## config.mk

```make
export PLATFORM = sky130hd
export DESIGN_NAME = four_bit_restoring_divider
export DESIGN_NICKNAME = d
export VERILOG_FILES = /design/src/rtl/four_bit_restoring_divider.sv
export SDC_FILE = /design/constraint.sdc
export NUM_CORES = 1
export LEC_CHECK = 0
export BUFFER_PORTS_ARGS = -buffer_cell sky130_fd_sc_hd__buf_2
export CAP_MARGIN = 20
export CELL_PAD_IN_SITES_DETAIL_PLACEMENT = 1
export CELL_PAD_IN_SITES_GLOBAL_PLACEMENT = 1
export CORE_UTILIZATION = 37
export CTS_BUF_LIST = sky130_fd_sc_hd__clkbuf_16
export DETAILED_ROUTE_END_ITERATION = 16
export PLACE_DENSITY_LB_ADDON = 0.15
export SLEW_MARGIN = 20
export SYNTH_ARGS = -nofsm -noshare
export SYNTH_HDL_FRONTEND = slang
export SYNTH_SLANG_ARGS = --single-unit
```

## constraint.sdc

```tcl
create_clock -name clk -period 2.25 [get_ports clk]
set_clock_uncertainty 0.1 [all_clocks]
set_input_delay 0.225 -clock clk [delete_from_list [all_inputs] [get_ports clk]]
set_output_delay 0.225 -clock clk [all_outputs]
set_load 0.02 [all_outputs]
```

## src/rtl/four_bit_restoring_divider.sv

```systemverilog
// Four-bit unsigned restoring divider, one quotient bit per clock.
// Divide-by-zero bypasses the iteration and reports a saturated quotient.
module four_bit_restoring_divider (
   input  logic       clk,
   input  logic       rst_n,
   input  logic       start,
   input  logic [3:0] Dividend,
   input  logic [3:0] Divisor,
   output logic       busy,
   output logic       done,
   output logic [3:0] Quotient,
   output logic [3:0] Remainder,
   output logic       div_by_zero
);

   typedef enum logic [1:0] {
      IDLE = 2'd0,
      CALC = 2'd1,
      DONE = 2'd2
   } state_t;

   state_t     r_state;
   state_t     w_state_nxt;

   logic [3:0] r_rem;
   logic [3:0] r_quo;
   logic [3:0] r_dvs;
   logic [2:0] r_cnt;

   logic [3:0] r_quot;
   logic [3:0] r_remd;
   logic       r_dbz;

   logic [4:0] w_shr;
   logic [4:0] w_trial;
   logic [3:0] w_rem_nxt;
   logic [3:0] w_quo_nxt;

   logic       w_accept;
   logic       w_zero;
   logic       w_last;

   // One restoring step: shift {R,Q} left, try subtracting the divisor.
   always_comb begin
      w_shr   = {r_rem, r_quo[3]};
      w_trial = w_shr - {1'b0, r_dvs};
      if (w_trial[4]) begin
         w_rem_nxt = w_shr[3:0];
         w_quo_nxt = {r_quo[2:0], 1'b0};
      end else begin
         w_rem_nxt = w_trial[3:0];
         w_quo_nxt = {r_quo[2:0], 1'b1};
      end
   end

   always_comb begin
      w_state_nxt = r_state;
      w_accept    = 1'b0;
      w_zero      = 1'b0;
      w_last      = 1'b0;
      unique case (r_state)
         IDLE: begin
            if (start) begin
               w_accept = 1'b1;
               if (Divisor == 4'd0) begin
                  w_zero      = 1'b1;
                  w_state_nxt = DONE;
               end else begin
                  w_state_nxt = CALC;
               end
            end
         end
         CALC: begin
            if (r_cnt == 3'd1) begin
               w_last      = 1'b1;
               w_state_nxt = DONE;
            end
         end
         DONE: begin
            w_state_nxt = IDLE;
         end
         default: begin
            w_state_nxt = IDLE;
         end
      endcase
   end

   always_ff @(posedge clk) begin
      if (!rst_n) begin
         r_state <= IDLE;
      end else begin
         r_state <= w_state_nxt;
      end
   end

   always_ff @(posedge clk) begin
      if (!rst_n) begin
         r_rem  <= 4'd0;
         r_quo  <= 4'd0;
         r_dvs  <= 4'd0;
         r_cnt  <= 3'd0;
         r_quot <= 4'd0;
         r_remd <= 4'd0;
         r_dbz  <= 1'b0;
      end else begin
         if (w_accept && !w_zero) begin
            r_rem <= 4'd0;
            r_quo <= Dividend;
            r_dvs <= Divisor;
            r_cnt <= 3'd4;
         end else if (r_state == CALC) begin
            r_rem <= w_rem_nxt;
            r_quo <= w_quo_nxt;
            r_cnt <= r_cnt - 3'd1;
         end
         // Results only move on entry to DONE and hold otherwise.
         if (w_zero) begin
            r_quot <= 4'hF;
            r_remd <= Dividend;
            r_dbz  <= 1'b1;
         end else if (w_last) begin
            r_quot <= w_quo_nxt;
            r_remd <= w_rem_nxt;
            r_dbz  <= 1'b0;
         end
      end
   end

   assign busy        = (r_state == CALC);
   assign done        = (r_state == DONE);
   assign Quotient    = r_quot;
   assign Remainder   = r_remd;
   assign div_by_zero = r_dbz;

endmodule
```

======== Word-level counts from Yosys, hierarchy flattened ========
Index checks and enable logic that the tools add are counted.
storage, ports and cells
  register bits after elaboration ......... 26
  word-level logic and storage cells ...... 48
cells by class
  add/sub/neg operators ................... 2
  equal/unequal tests ..................... 5
  multiplexer cells ....................... 23
  bitwise logic cells ..................... 1
  reductions and logical operators ........ 8
operator list
  cell                                                                count
  4-bit two-way mux                                                   7
  1-bit two-way mux                                                   10
  2-bit two-way mux                                                   3
  3-bit two-way mux                                                   2
  5-bit by 4-bit subtractor with 5-bit output                         1
  4-bit logical NOT                                                   1
  2-bit one-hot mux with 2 select lines                               1
  2-bit nonzero test                                                  2
  3-bit by 1-bit == test with 1-bit output, second input constant     1
  3-bit by 1-bit subtractor with 3-bit output, second input constant  1
  2-bit by 1-bit == test with 1-bit output, second input constant     1
  2-bit == test, second input constant                                1
  2-bit logical NOT                                                   1
  2-bit by 1-bit != test with 1-bit output, second input constant     1
  2-bit != test, second input constant                                1
  2-bit AND reduction                                                 1
  2-bit OR reduction                                                  1
  1-bit logical AND                                                   1
  1-bit logical NOT                                                   1
  1-bit NOT                                                           1

======== Logic depth before layout (Yosys ltp) ========
Gate-level depths: netlist of run 1.
  word-level depth ........................ 7
  gate-level depth with buffers ........... 9
  depth with buffers taken out ............ 9

======== Worst setup path before layout of run 1 ========
OpenSTA, ideal clock, no wires.
  path type ............................... reg2reg
  start point ............................. reg r_quo[3]
  end point ............................... reg r_remd[0] (netlist: Remainder[0])
  library setup time ...................... 0.073 ns
  arrival time ............................ 1.927 ns
  required time ........................... 2.077 ns
  setup slack ............................. 0.150 ns
  cell stages (with the launch flop) ...... 10
  buffers on the path ..................... 0
  cells stage by stage .................... dfxtp_1 > inv_1 > ha_1 > inv_1 > fa_1 > a21o_1 > a21oi_2 > xnor2_2 > mux2_4 > o22ai_2
on the way
  longest elaborated chain between the ends .. 4
ends and longest elaborated chain
  item                                         line  source
  from (decl)                                  26    logic [3:0] r_quo;
  from (signal assigned)                       108   r_quo <= Dividend;
  from (signal assigned)                       113   r_quo <= w_quo_nxt;
  5-bit by 4-bit subtractor with 5-bit output  46    w_trial = w_shr - {1'b0, r_dvs};
  4-bit two-way mux (*)                        47    if (w_trial[4]) begin
  4-bit two-way mux (*)                        121   end else if (w_last) begin
  4-bit two-way mux (*)                        117   if (w_zero) begin
  to (signal assigned)                         119   r_remd <= Dividend;
  to (signal assigned)                         123   r_remd <= w_rem_nxt;
  to (decl)                                    31    logic [3:0] r_remd;
Every way passes the cells marked *; elsewhere a longest branch is shown, timed or not. The select of a mux whose other input is x is not followed.
A chain may end at the register's enable or synchronous reset.

======== Final worst setup path of run 1 ========
Same ends and word-level chain as after synthesis.

==> flow_summary.json, run 1 <==
{
  "grt_pass1_wl_um": 5020,
  "timing.rr.end": "Remainder[0]",
  "yosysUniqueCellTypes": 36,
  "reg2reg_from": "r_quo[3]",
  "status": "completed",
  "grt_pass1_vias": 1060,
  "timing.reg2reg.setup_slack_ps": 50,
  "fin_crit_ps": 2200,
  "drcViolationCount": 0,
  "post-place-ws_ps": -14.1,
  "synth_mux_area_frac": 0.0701,
  "fin_nets": 176,
  "syn_to_final_growth_pct": 25.5,
  "hold_end": "r_dvs[2]",
  "p_int_w": 0.000970,
  "fill_cells": 381,
  "slew_violations": 0,
  "worstHoldPathCells": 3,
  "ys_seq_area_frac": 0.422,
  "h-tree-depth": 1,
  "io_buffers": 21,
  "leakage_nw": 0.621,
  "start_kind": "register",
  "clk_pin_slew_ps": 70,
  "post_dp_cell_area_um2": 1390,
  "critPathArrivalTime_ps": 2280,
  "place.gp.congestion": 0.732,
  "synthXorXnorAreaFrac": 0.0416,
  "clk_latency_ps": 260,
  "hold_viol_final": 0,
  "finalCritPeriodShare": 0.979,
  "cts_tree": "built",
  "yosysTopAreaCell": "dfxtp_1",
  "endpoint_kind": "register",
  "setup_violations": 0,
  "track_usage": 0.190,
  "powerDensity_nw_per_um2": 842,
  "cts_sinks": 26,
  "row_count": 20,
  "synthTopCellsByArea": "dfxtp_1, ha_1, a21oi_1, mux2i_1, a22oi_1",
  "synth_compound_area_frac": 0.201,
  "routed_wl_um": 2960,
  "first_pass_iters": 4,
  "p_clk_frac": 0.398,
  "fin_ws_ps": 46.4,
  "min_path_type": "in -> reg",
  "crit_type": "reg -> reg",
  "hp-start": "Divisor[2]",
  "synth_top_family_by_area": "compound AO/OA/AOI/OAI gates",
  "drive_gt1_frac": 0.299,
  "die_x_um": 59.7,
  "synth_top_area_frac": 0.422,
  "ys_ff_latch": 26,
  "fmaxAchievable_mhz": 454,
  "netlist_area_um2": 1230,
  "vias": 1027,
  "dieArea_um2": 3570,
  "n_antenna_cell": 0,
  "ir_drop_mv": 0.306,
  "maxCapViolations": 0,
  "grt_overflow": 0,
  "syn_nets": 150,
  "synthAdderAreaFrac": 0.0772,
  "wl_per_cell_um": 14.7,
  "cp_data_required_time_ps": 2330,
  "hold_ws_ps": 104,
  "cts.path.max_buffers": 2,
  "coreArea_um2": 3100,
  "dp_hpwl_um": 2200,
  "maxSlewHeadroom": 0.636,
  "ant_nets": 0,
  "cp_max_fo": 5,
  "cts_buffers": 3,
  "power_switching_w": 0.000333,
  "switching_share": 0.256,
  "start_util": 0.397,
  "reg2reg_depth": 9,
  "synthCells": 132,
  "root_buffer": "clkbuf_16",
  "vias_per_cell": 5.11,
  "drt_iter0_drc": 45,
  "postSynthAreaPerCell_um2": 9.34,
  "io_pins": 22,
  "max_slew.worst_pin.slew_ps": 546,
  "rsz0062_at_grt": "yes",
  "pwr-share-seq": 0.393,
  "synthSimpleGateAreaFrac": 0.149,
  "ys_warn_count": 0,
  "grt_max_degree": 17,
  "comb_power_share": 0.209,
  "postLayoutCellArea_um2": 1550,
  "dieHeight_um": 59.7,
  "antenna_found_initial": 0
}
==> final cells by class <==
class	count	area, um^2	share of cell area
sequential	26	523	0.338
inverter	9	33.8	0.0218
multi-input combinational	94	702	0.454
clock buffer	3	75.1	0.0485
tap	44	55.1	0.0356
clock inverter	1	30.0	0.0194
timing repair buffer	24	128	0.0825
==> worst max path at each step <==
stage	slack, ps	start	cells past startpoint	to
2_1_floorplan	150	r_quo[3]	9	Remainder[0]
3_3_place_gp	80	r_quo[3]	9	Remainder[0]
3_5_place_dp	-10	r_quo[3]	9	Remainder[1]
4_1_cts	60	r_quo[3]	9	Remainder[0]
5_1_grt	-30	r_quo[3]	9	Remainder[0]
6_report	50	r_quo[3]	9	Remainder[0]
==> cells by family after synthesis <==
group                      Yosys count
buffers and inverters               12
DFF                                 26
muxes                                8
and+or+nand+nor                     35
xor gates and xnor gates             5
adders and majority gates            7
AOI/OAI and AO/OA                   39
==> cells in the final DEF (no fill, tap or decap), drive strengths merged <==
cell,Yosys,final
fa,1,1
and2b,1,1
nor4,1,1
bufinv,0,1
nand3,2,2
nor3b,1,1
o311a,1,1
nand2,16,16
o22ai,4,4
a31oi,1,1
buf,2,24
a22oi,8,8
inv,9,9
ha,6,6
xnor2,3,3
o21ai,8,8
mux2,2,2
a21oi,13,13
a21boi,1,1
clkbuf,1,3
and2,2,2
a211oi,1,1
nor2b,1,1
mux2i,6,6
xor2,2,2
a21o,2,2
nor3,1,1
dfxtp,26,26
nand2b,4,4
nor2,6,6
==> state kept, by name, summed over array words and instances (netlist names) <==
signal       flops
Quotient         4
r_quo            4
r_rem            4
r_state          2
r_dvs            4
r_cnt            3
div_by_zero      1
Remainder        4
==> power groups by stage <==
| stage | Clock, W | Sequential [W] | Combinational, W |
|---|---|---|---|
| after floorplan | 0 | 0.000519 | 0.000173 |
| after global placement | 0 | 0.000518 | 0.000226 |
| after detailed placement | 0 | 0.000520 | 0.000235 |
| after CTS | 0.000523 | 0.000510 | 0.000264 |
| after global routing | 0.000549 | 0.000515 | 0.000297 |
| final | 0.000519 | 0.000512 | 0.000272 |
==> per-stage QoR <==
stage / instances / power [W] / TNS [ps] / util
after floorplan: 132 / 0.000692 / 0 / -
after global placement: 195 / 0.000744 / 0 / 0.447
after detailed placement: 195 / 0.000755 / -24.3 / 0.447
after CTS: 200 / 0.00130 / 0 / 0.490
after global routing: 201 / 0.00136 / -66.9 / 0.498
final: 201 / 0.00130 / 0 / 0.498
==> layer usage <==
metal	global-route usage	share of wire	wire, um
met5	0	0	0
met1	0.235	0.45	1330
met4	0.0498	0.0064	19
met3	0.0260	0.025	74
met2	0.343	0.52	1540
==> cell usage after synthesis <==
library cell   n
o21ai_0        6
nor2_1         3
o21ai_1        2
a21o_2         1
clkbuf_1       1
nor3_1         1
a21o_1         1
nor3b_2        1
and2_1         2
a21boi_1       1
dfxtp_1       26
nor2b_1        1
o311a_1        1
nand2b_1       4
buf_2          2
a22oi_1        8
nor4_2         1
mux2_4         1
ha_1           6
a211oi_1       1
o22ai_2        1
a31oi_1        1
a21oi_2        1
and2b_4        1
nor2_2         3
o22ai_1        3
nand3_1        2
a21oi_1       12
nand2_1       16
mux2_2         1
mux2i_1        6
fa_1           1
xnor2_1        2
inv_1          9
xor2_1         2
xnor2_2        1
==> what timing repair did <==
item	in CTS	in global routing
gates resized for setup	3	7
pin swaps	2	8
hold buffers	0	0
endpoints found under the setup margin	5	7
gates cloned	0	0
setup buffers	1	1
==> critical path: stages, from the launching register on <==
cell and delay, ps:
dfxtp_2 330, inv_2 70, ha_4 120, inv_2 40, fa_2 370, a21o_1 230, a21oi_4 210, xnor2_4 180
mux2_4 340, o22ai_2 130
No activity file was read; power rests on OpenSTA's default activity.
==> run 2: changes to the inputs <==
Settings changed: CORE_UTILIZATION 37 to 30.
==> flow_summary.json, run 2 (same netlist as run 1, synthesis figures left out) <==
{
  "status": "completed",
  "layout_common_cells": "dfxtp_1, buf_2, nand2_1, a21oi_1, a22oi_1",
  "routed_wl_um": 3190,
  "drt_iter0_drc": 43,
  "vias_per_cell": 4.93,
  "start_kind": "register",
  "start_util": 0.324,
  "die_x_um": 66.1,
  "postLayoutCellArea_um2": 1560,
  "rsz0062_at_grt": "yes",
  "max_stage_delay_ps": 360,
  "row_count": 22,
  "grt_pass1_wl_um": 5510,
  "post_dp_cell_area_um2": 1410,
  "drcViolationCount": 0,
  "clk_pin_slew_ps": 60,
  "tns_ps": 0,
  "max_slew.worst_pin.slew_ps": 520,
  "fin_crit_ps": 2200,
  "cts_sinks": 26,
  "first_pass_iters": 3,
  "final_common_cell": "dfxtp_1",
  "slew_violations": 0,
  "drive_gt1_frac": 0.325,
  "finalCritPeriodShare": 0.978,
  "n_antenna_cell": 0,
  "leakage_nw": 0.621,
  "setup_violations": 0,
  "place.gp.congestion": 0.723,
  "h-tree-depth": 1,
  "root_buffer": "clkbuf_16",
  "maxCapViolations": 0,
  "crit_type": "reg -> reg",
  "powerDensity_nw_per_um2": 767,
  "io_buffers": 21,
  "syn_to_final_growth_pct": 26.7,
  "vias": 1025,
  "critPathSlowestCell": "fa_2",
  "clk_latency_ps": 260,
  "ant_nets": 0,
  "wl_per_cell_um": 15.4,
  "grt_overflow": 0,
  "critPathArrivalTime_ps": 2240,
  "cts_hold_buf": 0,
  "cts_tree": "built",
  "min_path_type": "in -> reg",
  "track_usage": 0.169,
  "cp_max_fo": 5,
  "fmaxAchievable_mhz": 454,
  "grt_max_degree": 17,
  "hold_viol_final": 0,
  "dieArea_um2": 4370,
  "cp_data_required_time_ps": 2290,
  "io_pins": 22,
  "antenna_found_initial": 0,
  "cts.path.max_buffers": 2,
  "coreArea_um2": 3800,
  "grt_pass1_vias": 1117,
  "dieHeight_um": 66.1,
  "path_cells": "inv_2, ha_4, inv_4, fa_2, a21o_1, a21oi_4, xnor2_4, mux2i_2, o22ai_1",
  "fin_nets": 179,
  "ir_drop_mv": 0.234,
  "maxSlewHeadroom": 0.653,
  "cts_buffers": 3,
  "dp_hpwl_um": 2450,
  "endpoint_kind": "register"
}
-- run 2: path summary, 6_finish.rpt --
path,start,endpoint,slack [ps],cells after the start
worst max-delay path,r_quo[3],Remainder[1],50,9
worst min-delay path,Divisor[1],r_dvs[1],100,3
worst max register to register,r_quo[3],Remainder[1],50,9
worst min register to register,r_quo[3],r_quo[3],360,2
-- run 2: what timing repair did --
action | in CTS | in global routing
pin swaps | 2 | 11
setup endpoints to repair | 6 | 9
resized for setup | 5 | 9
buffers inserted | 1 | 2
-- run 2: metal layers --
metal | vias to the layer above | wire length (um) | part of all wire | global-route usage
met5 | - | 0 | 0 | 0
met4 | 0 | 12 | 0.0038 | 0.0319
met3 | 2 | 102 | 0.032 | 0.0310
met2 | 16 | 1510 | 0.47 | 0.290
met1 | 487 | 1570 | 0.49 | 0.220
li1 | 520 | - | - | -
-- run 2: final cells by class --
cell class | instances | area, um^2
clock inverter | 1 | 3.75
timing repair buffer | 27 | 150
tap | 48 | 60.1
inverter | 9 | 36.3
multi-input combinational | 94 | 713
fill | 449 | 2240
clock buffer | 3 | 75.1
sequential | 26 | 523
-- run 2: power by group --
group	total, W	internal [W]	switching [W]	leakage, nW
logic	0.000291	0.000136	0.000154	0.369
clock network	0.000394	0.000238	0.000156	0.0385
registers	0.000513	0.000490	0.0000236	0.213
-- run 2: through the flow --
step / power (W) / std cells / setup slack, ps / hold WS [ps] / util
2_1_floorplan: 0.000692 / 132 / 150 / 234 / -
3_3_place_gp: 0.000750 / 201 / 19.5 / 348 / 0.370
3_5_place_dp: 0.000763 / 201 / -51.7 / 355 / 0.370
4_1_cts: 0.00119 / 206 / 47.1 / 101 / 0.401
5_1_grt: 0.00126 / 208 / -17.6 / 134 / 0.411
6_report: 0.00120 / 208 / 48.6 / 95.1 / 0.411
-- run 2: critical path, delay by kind of cell (launching register included) --
kind	cells	cell delay, ps
xor+xnor	1	190
buf+inv	2	100
flops	1	320
compound gates	3	540
mux	1	330
fa+ha+maj	2	500
